[src/rtl/pe_act_skew_feeder_if.sv]
// Handshake and array-side bundle between the activation source, the skew feeder and PE_array.
// stall_cnt is present only when PE_FEEDER_STALL_CNT_EN is defined.
interface pe_act_skew_feeder_if #(
    parameter int data_width      = 19,
    parameter int a_tile_row_size = 4
);
    logic                                    in_valid;
    logic                                    in_ready;
    logic [data_width*a_tile_row_size-1:0]   in_vec;
    logic                                    in_last;
    logic                                    start;
    logic [data_width*a_tile_row_size-1:0]   active_left;
    logic                                    w_compute;
    logic                                    busy;
    logic                                    done;
`ifdef PE_FEEDER_STALL_CNT_EN
    logic [15:0]                             stall_cnt;
`endif

    modport master (
        output in_valid, in_vec, in_last, start,
        input  in_ready, active_left, w_compute, busy, done
`ifdef PE_FEEDER_STALL_CNT_EN
        , input stall_cnt
`endif
    );

    modport slave (
        input  in_valid, in_vec, in_last, start,
        output in_ready, active_left, w_compute, busy, done
`ifdef PE_FEEDER_STALL_CNT_EN
        , output stall_cnt
`endif
    );
endinterface

[src/rtl/pe_act_skew_feeder.sv]
// Buffers A-tile row vectors and releases them diagonally skewed into PE_array, then drains zeros.
// Latency: push->pop >= 1 cycle; a vector popped ending cycle k drives lane j in cycle k+1+j.
// Backpressure: in_ready low when FIFO full or after in_last until done; PE_FEEDER_STALL_CNT_EN adds stall_cnt.
module pe_act_skew_feeder #(
    parameter int data_width         = 19,
    parameter int a_tile_row_size    = 4,
    parameter int w_tile_column_size = 2,
    parameter int fifo_depth         = 8
) (
    input  logic                  clk,
    input  logic                  rst,
    pe_act_skew_feeder_if.slave   bus
);
    localparam int vec_w     = data_width * a_tile_row_size;
    localparam int ptr_w     = $clog2(fifo_depth);
    localparam int cnt_w     = ptr_w + 1;
    localparam int drain_len = a_tile_row_size - 1 + w_tile_column_size;
    localparam int drain_w   = $clog2(drain_len + 1);

    typedef struct packed {
        logic               last;
        logic [vec_w-1:0]   vec;
    } entry_t;

    typedef enum logic [1:0] {IDLE, STREAM, DRAIN} state_t;

    entry_t             mem [fifo_depth];
    entry_t             head;
    logic [ptr_w-1:0]   wr_ptr;
    logic [ptr_w-1:0]   rd_ptr;
    logic [cnt_w-1:0]   count;
    logic               fifo_full;
    logic               fifo_empty;
    logic               push;
    logic               pop;
    logic               last_seen;
    logic               drain_end;
    state_t             state;
    state_t             state_nxt;
    logic [drain_w-1:0] drain_cnt;
    logic               done_q;
    logic [vec_w-1:0]   feed_vec;
    logic [vec_w-1:0]   skew_out;

    assign fifo_full    = (count == cnt_w'(fifo_depth));
    assign fifo_empty   = (count == '0);
    assign head         = mem[rd_ptr];
    assign push         = bus.in_valid && bus.in_ready;
    assign pop          = (state == STREAM) && !fifo_empty;
    assign drain_end    = (state == DRAIN) && (drain_cnt == drain_w'(1));
    assign bus.in_ready = !fifo_full && !last_seen;
    assign bus.done     = done_q;

    always_ff @(posedge clk) begin
        if (push) begin
            mem[wr_ptr] <= {bus.in_last, bus.in_vec};
        end
    end

    // last_seen closes the intake once the tile's final vector is in, until the drain completes
    always_ff @(posedge clk or posedge rst) begin
        if (rst) begin
            wr_ptr    <= '0;
            rd_ptr    <= '0;
            count     <= '0;
            last_seen <= 1'b0;
        end else begin
            if (push) begin
                wr_ptr <= wr_ptr + 1'b1;
            end
            if (pop) begin
                rd_ptr <= rd_ptr + 1'b1;
            end
            case ({push, pop})
                2'b10:   count <= count + 1'b1;
                2'b01:   count <= count - 1'b1;
                default: count <= count;
            endcase
            if (drain_end) begin
                last_seen <= 1'b0;
            end else if (push && bus.in_last) begin
                last_seen <= 1'b1;
            end
        end
    end

    always_ff @(posedge clk or posedge rst) begin
        if (rst) begin
            state <= IDLE;
        end else begin
            state <= state_nxt;
        end
    end

    always_comb begin
        state_nxt = state;
        case (state)
            IDLE:    if (bus.start) state_nxt = STREAM;
            STREAM:  if (pop && head.last) state_nxt = DRAIN;
            DRAIN:   if (drain_end) state_nxt = IDLE;
            default: state_nxt = IDLE;
        endcase
    end

    // empty FIFO in STREAM feeds a zero bubble so the skew keeps marching
    always_comb begin
        bus.w_compute = 1'b0;
        bus.busy      = 1'b0;
        feed_vec      = '0;
        case (state)
            STREAM: begin
                bus.w_compute = 1'b1;
                bus.busy      = 1'b1;
                if (pop) begin
                    feed_vec = head.vec;
                end
            end
            DRAIN: begin
                bus.w_compute = 1'b1;
                bus.busy      = 1'b1;
            end
            default: ;
        endcase
    end

    always_ff @(posedge clk or posedge rst) begin
        if (rst) begin
            drain_cnt <= '0;
            done_q    <= 1'b0;
        end else begin
            if (pop && head.last) begin
                drain_cnt <= drain_w'(drain_len);
            end else if (state == DRAIN) begin
                drain_cnt <= drain_cnt - 1'b1;
            end
            done_q <= drain_end;
        end
    end

    for (genvar j = 0; j < a_tile_row_size; j++) begin : g_lane
        logic [data_width-1:0] sr [j+1];

        always_ff @(posedge clk or posedge rst) begin
            if (rst) begin
                for (int k = 0; k < j + 1; k++) sr[k] <= '0;
            end else if (state == IDLE) begin
                for (int k = 0; k < j + 1; k++) sr[k] <= '0;
            end else begin
                sr[0] <= feed_vec[j*data_width +: data_width];
                for (int k = 1; k < j + 1; k++) sr[k] <= sr[k-1];
            end
        end

        assign skew_out[j*data_width +: data_width] = sr[j];
    end

    assign bus.active_left = skew_out;

`ifdef PE_FEEDER_STALL_CNT_EN
    logic [15:0] stall_q;

    always_ff @(posedge clk or posedge rst) begin
        if (rst) begin
            stall_q <= '0;
        end else if ((state == IDLE) && bus.start) begin
            stall_q <= '0;
        end else if ((state == STREAM) && fifo_empty && (stall_q != 16'hFFFF)) begin
            stall_q <= stall_q + 16'd1;
        end
    end

    assign bus.stall_cnt = stall_q;
`else
    // no bubble accounting in the default build
`endif
endmodule

[src/flat_wrapper.sv]
// flat-port wrapper written by rule: the top's interface ports become plain ports
module pe_act_skew_feeder_flat 
#(
    parameter int data_width         = 19,
    parameter int a_tile_row_size    = 4,
    parameter int w_tile_column_size = 2,
    parameter int fifo_depth         = 8
)
  (clk, rst, bus_in_valid, bus_in_vec, bus_in_last, bus_start, bus_in_ready, bus_active_left, bus_w_compute, bus_busy, bus_done);
  pe_act_skew_feeder_if #(.data_width(data_width), .a_tile_row_size(a_tile_row_size)) bus_i ();
  input  logic clk;
  input  logic rst;
  input wire logic [$bits(bus_i.in_valid)-1:0] bus_in_valid;
  input wire logic [$bits(bus_i.in_vec)-1:0] bus_in_vec;
  input wire logic [$bits(bus_i.in_last)-1:0] bus_in_last;
  input wire logic [$bits(bus_i.start)-1:0] bus_start;
  output wire logic [$bits(bus_i.in_ready)-1:0] bus_in_ready;
  output wire logic [$bits(bus_i.active_left)-1:0] bus_active_left;
  output wire logic [$bits(bus_i.w_compute)-1:0] bus_w_compute;
  output wire logic [$bits(bus_i.busy)-1:0] bus_busy;
  output wire logic [$bits(bus_i.done)-1:0] bus_done;
  assign bus_i.in_valid = bus_in_valid;
  assign bus_i.in_vec = bus_in_vec;
  assign bus_i.in_last = bus_in_last;
  assign bus_i.start = bus_start;
  assign bus_in_ready = bus_i.in_ready;
  assign bus_active_left = bus_i.active_left;
  assign bus_w_compute = bus_i.w_compute;
  assign bus_busy = bus_i.busy;
  assign bus_done = bus_i.done;
  pe_act_skew_feeder #(.data_width(data_width), .a_tile_row_size(a_tile_row_size), .w_tile_column_size(w_tile_column_size), .fifo_depth(fifo_depth)) u_core (.clk(clk), .rst(rst), .bus(bus_i));
endmodule
[config.mk]
export PLATFORM = sky130hd
export DESIGN_NAME = pe_act_skew_feeder_flat
export DESIGN_NICKNAME = d
export VERILOG_FILES = /design/src/rtl/pe_act_skew_feeder_if.sv /design/src/rtl/pe_act_skew_feeder.sv /design/src/flat_wrapper.sv
export SDC_FILE = /design/constraint.sdc
export NUM_CORES = 1
export LEC_CHECK = 0
export ABC_AREA = 0
export CORE_UTILIZATION = 40
export DETAILED_ROUTE_END_ITERATION = 6
export PLACE_DENSITY = 0.62
export RECOVER_POWER = 100
export SETUP_SLACK_MARGIN = 0.5
export SYNTH_ARGS = -nofsm -noshare
export SYNTH_HDL_FRONTEND = slang
export SYNTH_SLANG_ARGS = --single-unit
[constraint.sdc]
create_clock -name clk -period 13.63 [get_ports clk]
set_clock_uncertainty 0.2 [all_clocks]
set_input_delay 3.4075 -clock clk [delete_from_list [all_inputs] [get_ports clk]]
set_output_delay 3.4075 -clock clk [all_outputs]
set_load 0.01 [all_outputs]
==> reports/qor.yml <==
synth:
  yosys-top-cells-area: "sky130_fd_sc_hd__edfxtp_1, sky130_fd_sc_hd__dfrtp_1, sky130_fd_sc_hd__mux4_2"
  synth_largest_area_cell: "sky130_fd_sc_hd__edfxtp_1"
  yosys_warnings: 0
  postSynthRegisterBits: 823
  synth.most_common_cell: "sky130_fd_sc_hd__edfxtp_1"
  number_of_nets_produced_by_synthesis: 1553
  synthDominantCellAreaShare_pct: 60.63
  ys_types: 40
  seq_area_frac_synth_pct: 77.61
  synth-edff-count: 616
  most_used_flip_flop_cell_after_synthesis: "sky130_fd_sc_hd__edfxtp_1"
  syn_avg_cell_area_um2: 20.88
  post_synth_inst_count: 1461
  mapped_cell_area_mm2: 0.03051
  synth-async-reset-ratio_pct: 25.15
  netlist_top_cells_count: "sky130_fd_sc_hd__edfxtp_1, sky130_fd_sc_hd__dfrtp_1, sky130_fd_sc_hd__mux4_2"
worst_setup_path:
  maximum_fanout_along_the_worst_path: 51
  worstPathRequired_ns: 13.58
  reg2reg_from: "u_core.state[1]"
  setup_cp_type: "primary input to flop"
  endpoint_kind: "flop"
  startpoint_kind_of_the_worst_setup_timing_path: "primary input"
  reg2reg_to: "u_core.g_lane[1].sr[19]"
  setup.reg_to_reg.worst_slack_ns: 6.82
  reg2regPathDepth: 6
  timing.critical_path.arrival_ns: 9.44
layout:
  area.growth.synth_to_final_pct: 15.98
  fillerInstances: 6136
  final_nets: 1699
  finalCoreUtilization_pct: 47.21
  regArea_mm2: 0.02369
  drive_gt1_share_pct: 17.74
  multiInputGateArea_mm2: 0.005836
  layout.cell_area.non_filler_mm2: 0.03539
place:
  placed_cell_area_mm2: 0.03263
  port_buf_inserts: 160
  hpwl_mm: 32.30
  gp_routability_congestion: 0.7128
  worst_setup_slack_post_dpl_ns: 6.520
floorplan:
  die_h_um: 278.2
  area_of_the_die_mm2: 0.07738
  initial_core_utilization_pct: 40.71
  fp.coreArea_mm2: 0.07495
  std_cell_rows: 100
  die-width_um: 278.2
  floorplan.io_pins: 161
sta:
  setup_viol_count_final: 0
  finalHoldViolCount: 0
  final_max_slew_viol_count: 804
  timing.final.crit_period_ns: 9.491
  tightestPinTransition_ns: 4.566
  slew_headroom_pct: -204.4
  period_share_pct: 69.63
  final.setup.tns_ns: 0
  grt_setup_unrepaired: "false"
  max_freq_ghz: 0.1054
  postLayoutSetupSlackWorst_ns: 4.139
cts:
  cts_sinks: 823
  cts_root_buf: "sky130_fd_sc_hd__clkbuf_16"
  cts_max_path_buffers: 3
  post_cts_setup_bufs: 0
  resize_count_post_cts: 0
  cts-htree-levels: 3
  cts_tree: "done"
  cts_made_buffers: 86
  clkTransAtPathRegs_ns: 0.06
  ctsHoldBuffers: 0
  clock_network_latency_to_the_later_pin_of_the_worst_skew_pair_ns: 0.62
grt:
  global_route.usage.total_pct: 15.35
  grt_max_degree: 86
  grt_first_pass_wirelength_mm: 88.87
  globalRouteOverflowTotal: 0
  first_global_vias: 14190
  grt_antenna_before_repair: 20
routing:
  route.final.wire_length_mm: 57.99
  route.antenna.remaining_nets: 0
  first_pass_iters: 5
  initialDrtViolationCount: 774
  drc_errors: 0
  num_vias: 13340
  drt-vias-per-instance: 5.030
  wl_per_cell_um: 21.87
worst_hold_path:
  hold_class: "flop to flop"
  worstHoldPathCells: 1
  hold_end: "u_core.bus.active_left[48]"
  worstHoldStart: "u_core.g_lane[2].sr[29]"
run:
  max-cap-violations: 18
run_status:
  run_status: "finished, violations left"
  failed_checks: "max-capacitance violations, max-slew violations"
power:
  power_density_mw_per_mm2: 199.8
  leakage_component_of_the_power_nw: 12.78
  power.ir.vdd_worst_mv: 0.1140
## per-stage QoR
step           instances  total power [mW]  hold WS, ns
6_report            2652             7.070       0.2514
5_1_grt             2650             7.411       0.2702
4_1_cts             2649             7.183       0.2500
3_5_place_dp        2488             4.839       0.2474
3_3_place_gp        2488             4.819       0.2453
2_1_floorplan       1461             4.433       0.2385
## critical path: stages
cell,delay (ns)
sky130_fd_sc_hd__dlygate4sd3_1,0.53
sky130_fd_sc_hd__inv_1,0.07
sky130_fd_sc_hd__a211oi_1,0.77
sky130_fd_sc_hd__inv_1,0.32
sky130_fd_sc_hd__nor3_1,0.25
sky130_fd_sc_hd__clkbuf_1,1.39
sky130_fd_sc_hd__clkbuf_1,2.66
## where the power goes
part	internal [mW]	leakage, nW	total, mW	switching (mW)
Clock	1.38	1.39	2.32	0.947
Sequential	2.98	8.37	3.14	0.156
Combinational	0.797	3.03	1.61	0.809
## registers in the layout, indices dropped and copies added (netlist names)
signal,cells
u_core.count,4
u_core.drain_cnt,3
u_core.bus.active_left,57
u_core.state,2
u_core.last_seen,1
u_core.wr_ptr,3
u_core.mem,616
u_core.rd_ptr,3
u_core.bus.done,1
u_core.g_lane.sr,133
## layer usage
layer | wire [um] | vias to the layer above | global-route usage (%)
met5 | 129 | - | 0
met3 | 3029 | 107 | 3.702
li1 | - | 5881 | -
met2 | 28250 | 307 | 24.58
met4 | 1164 | 20 | 4.576
met1 | 25410 | 7024 | 20.85
## worst max path at each step
stage / end / slack, ns / startpoint
floorplan: u_core.mem[0][0] / 1.47 / bus_in_valid
global placement: u_core.mem[3][39] / 6.51 / bus_in_valid
detailed placement: u_core.mem[7][41] / 6.52 / bus_in_valid
CTS: u_core.mem[7][34] / 7.16 / bus_in_valid
global route: u_core.mem[4][7] / 3.51 / bus_in_valid
finish: u_core.mem[4][40] / 4.14 / bus_in_valid
## layout make-up
class | count | area share [%]
diodes | 3 | 0.02122
flip-flops and latches | 823 | 66.94
clock buffers | 112 | 6.764
clock inverters | 49 | 1.365
multi-input cells | 503 | 16.49
inverters | 10 | 0.1096
well taps | 969 | 3.426
repair buffers | 183 | 4.887
## cell usage in the layout, fill, tap and decap left out, drive strengths merged, types with 3 or more instances in the layout
cell type | synthesis | routed
and2 | 3 | 3
mux2 | 5 | 5
buf | 109 | 11
xnor2 | 4 | 4
clkinv | 0 | 35
mux4 | 153 | 153
xor2 | 7 | 7
clkinvlp | 0 | 7
a211oi | 3 | 3
nor3 | 5 | 5
bufinv | 0 | 7
ha | 11 | 11
nor2b | 115 | 115
nand2b | 4 | 4
nor2 | 82 | 82
nand2 | 12 | 12
dfrtp | 207 | 207
clkbuf | 16 | 124
diode | 0 | 3
inv | 10 | 10
mux2i | 77 | 77
dlygate4sd3 | 0 | 159
edfxtp | 616 | 616
a21oi | 4 | 4
## logic make-up (layout without fill, tap and decap cells)
logic type | count (synthesis) | after routing | share of synthesized area [%]
simple gates | 228 | 228 | 3.929
xor+xnor | 11 | 11 | 0.3158
other cells | 0 | 3 | 0
compound gates | 18 | 18 | 0.4388
mux | 235 | 235 | 14.02
buf+inv | 135 | 354 | 3.244
fa+ha+maj | 11 | 11 | 0.4511
flops | 823 | 823 | 77.61
(Power assumes the default switching activity.)
